===== src/rtl/fmap_pad_ctrl.sv =====
// rtl/fmap_pad_ctrl.sv - frame sequencer for the zero-padded feature-map buffer
module fmap_pad_ctrl #(
  parameter int WIDTH  = 9,
  parameter int DIM    = 30,
  parameter int PAD    = 1,
  parameter int ADDR_W = 10
) (
  input  logic              clk,
  input  logic              rst_n,
  input  logic              start,
  input  logic              in_valid,
  input  logic [WIDTH-1:0]  in_data,
  output logic              in_ready,
  output logic              mem_we,
  output logic [ADDR_W-1:0] mem_waddr,
  output logic [WIDTH-1:0]  mem_wdata,
  output logic              mem_re,
  output logic [ADDR_W-1:0] mem_raddr,
  input  logic              out_ready,
  output logic              out_valid,
  output logic              out_last,
  output logic              busy,
  output logic              done
);

  localparam int INNER = DIM - 2 * PAD;
  localparam logic [ADDR_W-1:0] LAST_ADDR  = ADDR_W'(DIM * DIM - 1);
  localparam logic [ADDR_W-1:0] INNER_LAST = ADDR_W'(INNER - 1);
  localparam logic [ADDR_W-1:0] PAD_A      = ADDR_W'(PAD);
  localparam logic [ADDR_W-1:0] DIM_A      = ADDR_W'(DIM);

  typedef enum logic [2:0] {
    S_IDLE,
    S_CLEAR,
    S_LOAD,
    S_SCAN,
    S_DONE
  } state_t;

  state_t            state;
  state_t            state_nxt;
  logic [ADDR_W-1:0] clr_cnt;
  logic [ADDR_W-1:0] row_cnt;
  logic [ADDR_W-1:0] col_cnt;
  logic [ADDR_W-1:0] scan_cnt;
  logic [ADDR_W-1:0] load_addr;
  logic              accept;
  logic              issue;
  logic              load_end;

  // Interior pixel (r,c) lands one border width in from the buffer edge.
  assign load_addr = (row_cnt + PAD_A) * DIM_A + col_cnt + PAD_A;
  assign accept    = in_ready & in_valid;
  assign issue     = mem_re;
  assign load_end  = (row_cnt == INNER_LAST) && (col_cnt == INNER_LAST);

  // State register.
  always_ff @(posedge clk or negedge rst_n) begin
    if (!rst_n) begin
      state <= S_IDLE;
    end else begin
      state <= state_nxt;
    end
  end

  // Next-state and buffer-port decode from state and counters.
  always_comb begin
    state_nxt = state;
    in_ready  = 1'b0;
    mem_we    = 1'b0;
    mem_waddr = '0;
    mem_wdata = '0;
    mem_re    = 1'b0;
    mem_raddr = '0;
    busy      = 1'b0;
    done      = 1'b0;
    unique case (state)
      S_IDLE: begin
        if (start) begin
          state_nxt = S_CLEAR;
        end
      end
      S_CLEAR: begin
        busy      = 1'b1;
        mem_we    = 1'b1;
        mem_waddr = clr_cnt;
        if (clr_cnt == LAST_ADDR) begin
          state_nxt = S_LOAD;
        end
      end
      S_LOAD: begin
        busy     = 1'b1;
        in_ready = 1'b1;
        if (in_valid) begin
          mem_we    = 1'b1;
          mem_waddr = load_addr;
          mem_wdata = in_data;
          if (load_end) begin
            state_nxt = S_SCAN;
          end
        end
      end
      S_SCAN: begin
        busy      = 1'b1;
        mem_re    = out_ready;
        mem_raddr = scan_cnt;
        if (out_ready && (scan_cnt == LAST_ADDR)) begin
          state_nxt = S_DONE;
        end
      end
      S_DONE: begin
        done      = 1'b1;
        state_nxt = S_IDLE;
      end
      default: begin
        state_nxt = S_IDLE;
      end
    endcase
  end

  // Clear, interior row/col and scan counters; each wraps to 0 at its phase end.
  always_ff @(posedge clk or negedge rst_n) begin
    if (!rst_n) begin
      clr_cnt  <= '0;
      row_cnt  <= '0;
      col_cnt  <= '0;
      scan_cnt <= '0;
    end else begin
      if (state == S_CLEAR) begin
        clr_cnt <= (clr_cnt == LAST_ADDR) ? '0 : clr_cnt + 1'b1;
      end
      if (accept) begin
        if (col_cnt == INNER_LAST) begin
          col_cnt <= '0;
          row_cnt <= (row_cnt == INNER_LAST) ? '0 : row_cnt + 1'b1;
        end else begin
          col_cnt <= col_cnt + 1'b1;
        end
      end
      if (issue) begin
        scan_cnt <= (scan_cnt == LAST_ADDR) ? '0 : scan_cnt + 1'b1;
      end
    end
  end

  // Read data qualifiers follow the one-cycle buffer read latency.
  always_ff @(posedge clk or negedge rst_n) begin
    if (!rst_n) begin
      out_valid <= 1'b0;
      out_last  <= 1'b0;
    end else begin
      out_valid <= mem_re;
      out_last  <= mem_re && (mem_raddr == LAST_ADDR);
    end
  end

endmodule


===== config.mk =====
export PLATFORM = sky130hd
export DESIGN_NAME = fmap_pad_ctrl
export DESIGN_NICKNAME = d
export VERILOG_FILES = /design/src/rtl/fmap_pad_ctrl.sv
export SDC_FILE = /design/constraint.sdc
export NUM_CORES = 1
export LEC_CHECK = 0
export CAP_MARGIN = 5
export CORE_MARGIN = 1.5
export CORE_UTILIZATION = 45
export CTS_CLUSTER_DIAMETER = 80
export CTS_CLUSTER_SIZE = 10
export DETAILED_ROUTE_END_ITERATION = 16
export MAX_ROUTING_LAYER = met4
export PLACE_DENSITY_LB_ADDON = 0.2
export SLEW_MARGIN = 20
export SYNTH_ARGS = -nofsm -noshare
export SYNTH_HDL_FRONTEND = slang
export SYNTH_SLANG_ARGS = --single-unit

===== constraint.sdc =====
create_clock -name clk -period 5.75 [get_ports clk]
set_clock_uncertainty 0.05 [all_clocks]
set_input_delay 0.8625 -clock clk [delete_from_list [all_inputs] [get_ports clk]]
set_output_delay 0.8625 -clock clk [all_outputs]
set_load 0.05 [all_outputs]

# Word level (Yosys, flattened, before mapping)
# Cells that the tools add are included.
# totals
register_bits	45
in_bits	14
mem_bits_ro	0
latchBits	0
memories	0
ramBits	0
# classes
n_bitwise	1
multipliers	1
div_mod_pow	0
n_reduce_logical	7
n_mux	21
shifts	0
addsub	6
n_eq_ne	14
n_lt_le_gt_ge	0
# ops
operator	n
two-way mux 10 bit	6
adder 10 x 1 -> 10 bit (second input constant)	5
equality test 10 bit (second input constant)	3
equality test 10 x 5 -> 1 bit (second input constant)	2
one-hot mux 10 bit (2 select lines)	1
two-way mux 9 bit	2
two-way mux 3 bit	5
one-hot mux 3 bit (4 select lines)	1
adder 10 bit	1
multiplier 10 x 4 -> 9 bit (second input constant)	1
inequality test 2 bit (second input constant)	5
equality test 3 x 2 -> 1 bit (second input constant)	2
two-way mux 1 bit	5
AND reduction 5 bit	1
equality test 3 x 1 -> 1 bit (second input constant)	1
equality test 3 bit (second input constant)	1
logical AND 1 bit	3
logical NOT 3 bit	1
OR reduction 3 bit	1
one-hot mux 1 bit (2 select lines)	1
AND reduction 2 bit	1
bitwise AND 1 bit	1

# Depth between registers and ports, before layout
# Gate-level depths: netlist of run 1.
# depth
ltp_word	6
ltp_mapped	19
mapped_depth_nobuf	18

# Worst setup path after synthesis of run 1
# Ideal clock, no wire load.
# synth_timing
kind	register -> output
from	register row_cnt[0]
to	output mem_waddr[8]
stages_incl_launch_ff	15
path_buffers	0
setup_slack_ps	95
arrival_time_ps	4742
cell_sequence	dfrtp_1 > ha_1 > and3_4 > xnor2_1 > fa_1 > inv_1 > fa_1 > ha_1 > o21ai_0 > nand2_1 > xor2_1 > ha_1 > o21a_1 > o21a_1 > o31ai_1
# synth_between
elab_chain_cells	6
# synth_lines
item	line	text
start: declaration	43	logic [ADDR_W-1:0] row_cnt;
start signal: assignment	135	row_cnt <= (row_cnt == INNER_LAST) ? '0 : row_cnt + 1'b1;
adder 10 x 1 -> 10 bit	52	assign load_addr = (row_cnt + PAD_A) * DIM_A + col_cnt + PAD_A;
multiplier 10 x 4 -> 9 bit	52	
adder 10 bit	52	
adder 10 x 1 -> 10 bit	52	
two-way mux 10 bit	94	if (in_valid) begin
one-hot mux 10 bit (2 select lines)	77	unique case (state)
end: declaration	15	output logic [ADDR_W-1:0] mem_waddr,
# No other way between the ends.

# Worst setup path in the final report of run 1
# layout_timing
from	register row_cnt[0]
to	output mem_waddr[9]
# Same word-level chain as after synthesis.

==> results.yml, run 1 <==
final_layout:
  drive_gt1_share_pct: 10.02
  antenna_cells: 0
  final_cell_area_mm2: 0.004238
  utilization_pct: 58.12
  syn2layout_area_growth_pct: 23.79
  fin_nets: 481
critical_path:
  cp-start-kind: "flop"
  startpoint: "row_cnt[0]"
  worstSetupPathType: "flop to output pin"
  rrSetupSlack_ns: 3.38
  endpoint_kind: "output pin"
  crit_required_ns: 4.84
  cp.arrival_ns: 4.58
  r2r_start: "clr_cnt[0]"
  cp_max_fo: 6
  rr_worst_depth: 8
  rr_endpoint: "state[0]"
  crit_path_end: "mem_waddr[9]"
die:
  dieHeight_um: 90.22
  std_cell_rows: 31
  pin_count: 50
  coreArea_mm2: 0.007292
  fp.dieArea_mm2: 0.008140
  initial_core_util_pct: 46.95
  fp.dieW_um: 90.22
synthesis:
  syn_area_per_cell_um2: 8.869
  synth.area.top_cells: "dfrtp_1 (33%), xnor2_1 (7.7%), ha_1 (7.3%), fa_1 (5.3%), nand2_1 (5.2%)"
  synthArstFlopShare_pct: 100.0
  synth_nets: 429
  yosysTopAreaCellShare_pct: 32.89
  synth.top_cells.by_count: "nand2_1 (47), dfrtp_1 (45), xnor2_1 (30)"
  yosysWarnings: 0
  synth_seq_cells: 45
  synth_edf_count: 0
  syn_inst: 386
  synth-main-ff-cell: "dfrtp_1"
  netlist_area_mm2: 0.003423
  yosys.area.top_type: "dfrtp_1"
  ys_types: 52
  synth_seq_area_share_pct: 32.89
  yosysMostFrequentCell: "nand2_1"
detailed_routing:
  viasPerCell: 5.234
  drt_pass1_iterations: 4
  vias: 2816
  ant_nets: 0
  drc: 0
  wirelength_um: 7371
  routedWlPerCell_um: 13.70
  drtIter0Drc: 74
placed_design:
  globalplace.congestion: 0.8431
  place_area_mm2: 0.004013
  dp_hpwl_um: 5733
  port_buffers: 49
sta:
  relSlewSlack_pct: 57.26
  slew_violations: 0
  finalCritPeriodShare_pct: 95.57
  setup_viol: 0
  max_freq_mhz: 182.0
  layout_min_cycle_time_ns: 5.495
  finalHoldViolCount: 0
  worstMarginPinSlew_ns: 0.6412
outcome:
  status: "finished, final reports clean"
power_and_ir_drop:
  internal_power_w: 0.0007742
  p_sw_w: 0.0006457
  pwr-share-clk_pct: 17.5
  p_comb_share_pct: 49.4
  vdd_drop_max_mv: 0.1875
  p_per_area_mw_per_mm2: 335.1
  seq_power_share_pct: 33.0
  power_leakage_nw: 1.929
  switching_share_pct: 45.48
job:
  drv_cap: 0
clock_network:
  cts_tree: "yes"
  root_buffer: "clkbuf_8"
  clk_pin_slew_ns: 0.08
  htree_num_levels: 2
  clk_latency_ns: 0.31
  clock_path_buffers: 2
  cts_made_buffers: 5
  clock-sinks: 45
global_route:
  grtUsageTotal_pct: 19.08
  first_global_vias: 2621
  grt_first_pass_wirelength_um: 12290
  overflow: 0
  grt_max_degree: 46
  antenna_found_initial: 0
hold_path:
  hold_path.class: "flop to flop"
[final cells by class]
type                            instances  area [um^2]
Inverter                               28        105.1
Timing Repair Buffer                   56        570.5
Tap cell                               99        123.9
Multi-Input combinational cell        302         2192
Sequential cell                        45         1129
Fill cell                             691         3054
Clock inverter                          3        48.80
Clock buffer                            5        68.82
[per-stage QoR]
| stage | TNS, ns | power, W | setup slack, ns | std cells | hold slack [ns] |
|---|---|---|---|---|---|
| final | 0 | 0.001420 | 0.2547 | 538 | 0.4579 |
| after floorplan | 0 | 0.0009557 | 0.09517 | 386 | 0.4153 |
| after CTS | 0 | 0.001431 | 0.01908 | 534 | 0.4644 |
| after detailed placement | 0 | 0.001179 | 0.3837 | 526 | 0.4483 |
| after global placement | 0 | 0.001171 | 0.5159 | 526 | 0.4334 |
| after global routing | -0.02181 | 0.001510 | -0.02181 | 538 | 0.4848 |
[sequential cells by signal (all words and copies together), names as in the netlist]
name	flops
row_cnt	10
out_valid	1
col_cnt	10
scan_cnt	10
clr_cnt	10
state	3
out_last	1
[power by group through the flow]
| stage | clock network [W] | logic (W) | registers (W) |
|---|---|---|---|
| after CTS | 0.000256 | 0.000706 | 0.000469 |
| after detailed placement | 0 | 0.000705 | 0.000474 |
| after floorplan | 0 | 0.000499 | 0.000457 |
| final | 0.000249 | 0.000702 | 0.000469 |
| after global placement | 0 | 0.000697 | 0.000474 |
| after global routing | 0.000265 | 0.000764 | 0.000481 |
[routing by layer]
layer | up-vias | share of wire, % | GRT usage (%)
li1 | 1413 | - | -
met1 | 1340 | 45 | 24.56
met2 | 55 | 50 | 31.12
met3 | 8 | 3.8 | 3.807
met4 | 0 | 0.99 | 4.233
met5 | - | 0 | -
[how the worst min path moves through the flow]
stage | start | to | slack [ns] | cells past startpoint
CTS | row_cnt[9] | row_cnt[9] | 0.46 | 1
detailed placement | row_cnt[9] | row_cnt[9] | 0.45 | 1
global placement | row_cnt[9] | row_cnt[9] | 0.43 | 1
finish | row_cnt[9] | row_cnt[9] | 0.46 | 1
global route | row_cnt[9] | row_cnt[9] | 0.48 | 1
floorplan | row_cnt[9] | row_cnt[9] | 0.42 | 1
[layout by cell type (no fill, tap or decap), drive strengths merged, types with 3 or more instances in the layout]
| cell | count |
|---|---|
| nand4 | 9 |
| buf | 11 |
| o21a | 3 |
| nor2 | 29 |
| dfrtp | 45 |
| fa | 9 |
| clkdlybuf4s50 | 45 |
| nor2b | 3 |
| a31oi | 3 |
| nand3 | 14 |
| a21oi | 11 |
| ha | 20 |
| xor2 | 17 |
| and3 | 12 |
| o21ai | 21 |
| nand2 | 47 |
| o31ai | 7 |
| a21o | 6 |
| and2 | 23 |
| nand2b | 3 |
| inv | 29 |
| xnor2 | 30 |
| mux2 | 3 |
| nor3 | 9 |
| clkbuf | 5 |
[kinds of logic (layout without fill, tap and decap cells)]
kind of cell	after synthesis	count (layout)	share of synthesized area [%]
AOI/OAI and AO/OA	61	61	11.40
DFF	45	45	32.89
adders and majority gates	29	29	12.57
buffers and inverters	39	92	5.190
xor gates and xnor gates	47	47	12.02
muxes	3	3	0.9868
and+or+nand+nor	162	162	24.93
[what timing repair did]
item                       4_1_cts  5_1_grt
setup endpoints to repair        0        3
setup buffers                    0        4
hold buffers                     0        0
gates resized for setup          0       14
[worst max-delay path, stage by stage (launching register included)]
cell and delay, ns:
dfrtp_2 0.45, buf_4 0.14, nand3_2 0.14, xnor2_2 0.23, inv_1 0.10, fa_1 0.51
inv_1 0.06, fa_1 0.59, ha_4 0.23, xnor2_1 0.12, ha_1 0.20, or4_1 0.61
a221o_1 0.34, nand2_1 0.07, a21oi_1 0.06, nor3_1 0.19, nand2_1 0.11, buf_12 0.16
No activity file was read; power rests on OpenSTA's default activity.
==> run 2, diff against run 1 <==
--- a/config.mk
+++ b/config.mk
@@ -6,6 +6,7 @@
 export NUM_CORES = 1
 export LEC_CHECK = 0
 export CAP_MARGIN = 5
+export CORE_ASPECT_RATIO = 1.1
 export CORE_MARGIN = 1.5
 export CORE_UTILIZATION = 45
 export CTS_CLUSTER_DIAMETER = 80
==> run 2 against run 1 <==
Net effect:
- final cell count down 2.6%
- routed wire length down 1.8%
- sequential share of layout area up 0.40 points
- critical endpoint unchanged
- worst hold slack worse by 0.00087 ns
- sequential power about the same
- combinational power about the same
- die area about the same
- design area down 1.5%
- critical path depth unchanged
- setup slack worse by 0.044 ns
- highest routed layer unchanged
- utilization down 1.9 points
- clock-buffer cell count unchanged
==> results.yml, run 2 (synthesized netlist as in run 1, its figures left out) <==
die:
  fp.dieArea_mm2: 0.008140
  std_cell_rows: 33
  pin_count: 50
  coreArea_mm2: 0.007432
  initial_core_util_pct: 46.06
  fp.dieW_um: 86.16
  dieHeight_um: 94.48
global_route:
  grt_max_degree: 46
  grt_first_pass_wirelength_um: 12210
  grtUsageTotal_pct: 19.24
  antenna_found_initial: 0
  overflow: 0
  first_global_vias: 2662
hold_path:
  min_from: "row_cnt[9]"
  hold_path.class: "flop to flop"
  hold_path_end: "row_cnt[9]"
  hold_depth: 1
critical_path:
  cp.arrival_ns: 4.63
  worstSetupPathType: "flop to output pin"
  path_cells: "inv_1, ha_2, xor2_4, xor2_2, fa_1, inv_1, fa_1, inv_1, ha_1, inv_1, nor2_1, or4_1, a221o_1, and3_1, nor3_1, nand2_1, buf_12"
  path_buf_inv: 5
  startpoint: "row_cnt[0]"
  critPathMaxStageDelay_ns: 0.56
  crit_top_cell: "inv_1"
  cp_max_fo: 7
  rr_endpoint: "clr_cnt[8]"
  cp_top_family: "adder cells"
  slowest_stage: "fa_1"
  r2r_start: "clr_cnt[0]"
  path_depth: 17
  crit_required_ns: 4.84
  cp-start-kind: "flop"
  endpoint_kind: "output pin"
  rr_worst_depth: 9
  rrSetupSlack_ns: 3.32
final_layout:
  final_common_cell: "nand2_1"
  fillers: 681
  antenna_cells: 0
  drive_gt1_share_pct: 9.153
  fin_nets: 479
  syn2layout_area_growth_pct: 21.97
  mostFrequentLayoutCells: "nand2_1 (47), clkdlybuf4s50_1 (44), dfrtp_1 (43)"
placed_design:
  dp_hpwl_um: 5657
  globalplace.congestion: 0.8562
  port_buffers: 49
power_and_ir_drop:
  vdd_drop_max_mv: 0.2129
  power_leakage_nw: 1.930
  p_per_area_mw_per_mm2: 328.7
detailed_routing:
  vias: 2785
  drc: 0
  routedWlPerCell_um: 13.81
  ant_nets: 0
  wirelength_um: 7236
  viasPerCell: 5.315
  drtIter0Drc: 152
  drt_pass1_iterations: 5
sta:
  tns_ns: 0
  setup_viol: 0
  worstMarginPinSlew_ns: 0.5819
  finalHoldViolCount: 0
  max_freq_mhz: 180.5
  rsz0062_at_grt: "yes"
  relSlewSlack_pct: 61.21
  finalCritPeriodShare_pct: 96.33
  whs_ns: 0.4571
  layout_min_cycle_time_ns: 5.539
  slew_violations: 0
clock_network:
  htree_num_levels: 2
  clk_pin_slew_ns: 0.09
  clk_latency_ns: 0.30
  clock_path_buffers: 2
  cts_hold_buf: 0
  cts_tree: "yes"
  cts_made_buffers: 5
  clock-sinks: 45
  root_buffer: "clkbuf_8"
outcome:
  status: "finished, final reports clean"
job:
  drv_cap: 0
run 2: report_power, final:
part           total [W]  switching (W)  leakage [nW]  internal [W]
Clock           0.000201       0.000115        0.0445     0.0000863
Combinational   0.000700       0.000440          1.28      0.000260
Sequential      0.000471      0.0000905         0.601      0.000381
run 2: layer usage:
metal  global-route usage (%)  vias to the layer above  wire length, um
met3                    3.322                        2              230
met1                    24.56                     1318             3357
met2                    32.02                       48             3628
li1                         -                     1417                -
met4                    4.570                        0               21
met5                        -                        -                0
run 2: timing repair:
action / CTS / global route
hold endpoints to repair: 0 / 0
resized for setup: 0 / 14
endpoints found under the setup margin: 0 / 4
setup buffers: 0 / 2
run 2: how the worst max path moves through the flow:
stage                              end  slack (ns)
after CTS                 mem_waddr[9]       0.008
after global placement    mem_waddr[9]        0.45
after global routing      mem_waddr[9]       -0.05
after detailed placement  mem_waddr[9]        0.36
after floorplan           mem_waddr[8]         0.1
final                     mem_waddr[9]        0.21
run 2: worst reg2reg max path: stages, from the launching register on:
cell       delay [ns]
dfrtp_1          0.44
ha_1             0.22
inv_1            0.07
nor4_1           0.16
nand3_1          0.11
nor4b_1          0.40
a2111oi_0        0.19
a211o_1          0.31
nor2_1           0.26
nor2_1           0.09
run 2: metrics by stage:
stage	utilization [%]	std cells	instance area, um^2	total power [W]	setup slack (ns)
after global routing	56.18	524	4175	0.001469	-0.05467
final	56.18	524	4175	0.001372	0.2109
after CTS	55.00	522	4088	0.001385	0.007750
after floorplan	-	386	3423	0.0009557	0.09517
after global placement	53.79	514	3998	0.001171	0.4532
after detailed placement	53.79	514	3998	0.001179	0.3648
run 2: layout make-up:
cell class              instances  area [um^2]  share of cell area (%)
clock buffers                   5        68.82                   1.648
clock inverters                 3        21.27                  0.5094
inverters                      28        105.1                   2.517
multi-input cells             302         2185                   52.32
flip-flops and latches         45         1129                   27.03
well taps                      87        108.9                   2.607
repair buffers                 54        558.0                   13.37
==> edit: new RTL, config.mk and constraints of run 2 <==
The 5 states of `state_t` get a one-hot encoding in 5 bits.
--- a/src/rtl/fmap_pad_ctrl.sv
+++ b/src/rtl/fmap_pad_ctrl.sv
@@ -29,12 +29,12 @@
   localparam logic [ADDR_W-1:0] PAD_A      = ADDR_W'(PAD);
   localparam logic [ADDR_W-1:0] DIM_A      = ADDR_W'(DIM);
 
-  typedef enum logic [2:0] {
-    S_IDLE,
-    S_CLEAR,
-    S_LOAD,
-    S_SCAN,
-    S_DONE
+  typedef enum logic [4:0] {
+    S_IDLE  = 5'b00001,
+    S_CLEAR = 5'b00010,
+    S_LOAD  = 5'b00100,
+    S_SCAN  = 5'b01000,
+    S_DONE  = 5'b10000
   } state_t;
 
   state_t            state;
Formal check against the unedited RTL: no difference found for any inputs over 10 cycles, from zero or initial values and one cycle with rst_n low; not proved beyond that.
==> edit against run 2 <==
  * Synthesized area rose by 3.9%
  * Register-to-register slack lost 120 ps
  * Critical path depth fell by 1
  * Maximum frequency is 2.3% higher
  * Sequential cell count up 2
  * Global-route usage is 1.2 points higher
  * Final area increased by 3.4%
  * Hold slack better by 0.61 ps
  * Via count rose by 9.1%
  * Combinational power shrank 45%
  * Routed wire length grew 9.8%
  * First-iteration DRC count decreased by 5.9%
  * Setup slack better by 130 ps
  * Largest power group is now sequential cells
  * Power is 21% lower
==> edit: results (changes against run 2) <==
Cell Area, Placed: 4175 µm² (was 3998 µm²)
Psw: 420.0 µW (was 645.1 µW)
Seq/Total Area, Yosys: 33.09% (was 32.89%)
Synth unique cells: 49 (was 52)
Peak VDD IR: 0.08756 mV (was 0.2129 mV)
Leak Pwr: 0.001952 µW (was 0.001930 µW)
DRT iter0 DRCs: 143 (was 152)
Vias in the first global route: 2834 (was 2662)
Nets: 502 (was 479)
Worst slew pin tran: 657.5 ps (was 581.9 ps)
Top post-synthesis cells by area: dfrtp_1 32%, ha_1 7.7%, xnor2_1 5.7% (was dfrtp_1 33%, xnor2_1 7.7%, ha_1 7.3%)
GRT Resource Usage Total: 20.42% (was 19.24%)
Metal1 wirelength: 3433 µm (was 3357 µm)
Fillers: 709 (was 681)
Vias per std cell: 5.387 (was 5.315)
Synth top cells by count: 48 x nand2_1, 46 x dfrtp_1, 34 x o21ai_0, 30 x inv_1, 23 x xnor2_1 (was 47 x nand2_1, 45 x dfrtp_1, 30 x xnor2_1, 28 x inv_1, 28 x nor2_1)
GPL Wtd Cong: 0.8592 (was 0.8562)
Net Count, Synth: 454 (was 429)
Detailed placer's ending HPWL: 6168 µm (was 5657 µm)
Post-synth ARST share: 100.0% (unchanged)
Largest net degree at the start of global routing: 48 (was 46)
Share of layout cells above drive strength 1: 6.972% (was 9.153%)
Status: completed (unchanged)
First drt pass iteration count: 4 (was 5)
Post-CTS Setup Bufs: 0 (unchanged)
WL met2: 4055 µm (was 3628 µm)
Met3 wire len: 342 µm (was 230 µm)
DR WL/cell: 14.09 µm (was 13.81 µm)
CP arrival: 4500 ps (was 4630 ps)
## edit: cell type report
type / instances / area (µm²) / area share, %
multi-input combinational: 320 / 2247 / 52.07
sequential: 47 / 1179 / 27.31
timing repair buffer: 54 / 530.5 / 12.29
tap: 105 / 131.4 / 3.044
inverter: 30 / 112.6 / 2.609
clock buffer: 5 / 68.82 / 1.595
clock inverter: 3 / 46.29 / 1.073
## edit: logic make-up after synthesis
| family | synth area share (%) |
|---|---|
| AND/OR/NAND/NOR | 23.21 |
| XOR/XNOR | 10.58 |
| multiplexers | 0.5977 |
| buffers and inverters | 4.536 |
| flip-flops | 33.09 |
| AO/OA/AOI/OAI | 15.75 |
| adder cells (fa/ha/maj) | 12.24 |
## edit: worst max-delay path, cell delays in order (launching register included)
cell	delay, ps
dfrtp_2	460
inv_1	100
ha_1	340
xor2_1	190
ha_1	310
inv_1	50
fa_1	470
inv_1	60
fa_1	420
a21o_1	200
a21oi_1	230
xnor2_1	160
ha_1	300
o21a_1	140
or3_1	310
a32o_1	260
buf_4	190
## edit: worst paths after layout
path	from	to	slack, ps	cells after the start
worst max-delay path	row_cnt[0]	mem_waddr[8]	340	16
worst min register to register	row_cnt[9]	row_cnt[9]	460	1
worst min-delay path	row_cnt[9]	row_cnt[9]	460	1
min in group asynchronous	rst_n	scan_cnt[0]	590	2
worst max register to register	state[3]	row_cnt[6]	3200	6
max in group asynchronous	rst_n	row_cnt[0]	4620	2
## edit: power groups by stage
| stage | logic, µW | registers [µW] | clock network, µW |
|---|---|---|---|
| after floorplan | 286 | 431 | 0 |
| after global placement | 384 | 451 | 0 |
| after CTS | 389 | 447 | 259 |
| final | 388 | 450 | 252 |
| after detailed placement | 389 | 453 | 0 |
| after global routing | 437 | 460 | 271 |
## edit: layer usage
metal / vias up / track usage, %
li1: 1521 / -
met1: 1449 / 23.19
met2: 60 / 36.58
met3: 8 / 3.688
met4: 0 / 5.820
met5: - / -
## edit: through the flow
step / setup WS [ps] / std cells / util (%) / hold slack [ps] / power [µW]
global route: 60.99 / 564 / 57.11 / 470.7 / 1168
CTS: 71.09 / 564 / 56.78 / 463.6 / 1095
detailed placement: 437.2 / 556 / 55.26 / 448.1 / 842.1
floorplan: 77.19 / 410 / - / 397.0 / 716.3
finish: 337.5 / 564 / 57.11 / 457.7 / 1090
global placement: 534.3 / 556 / 55.26 / 438.5 / 835.0
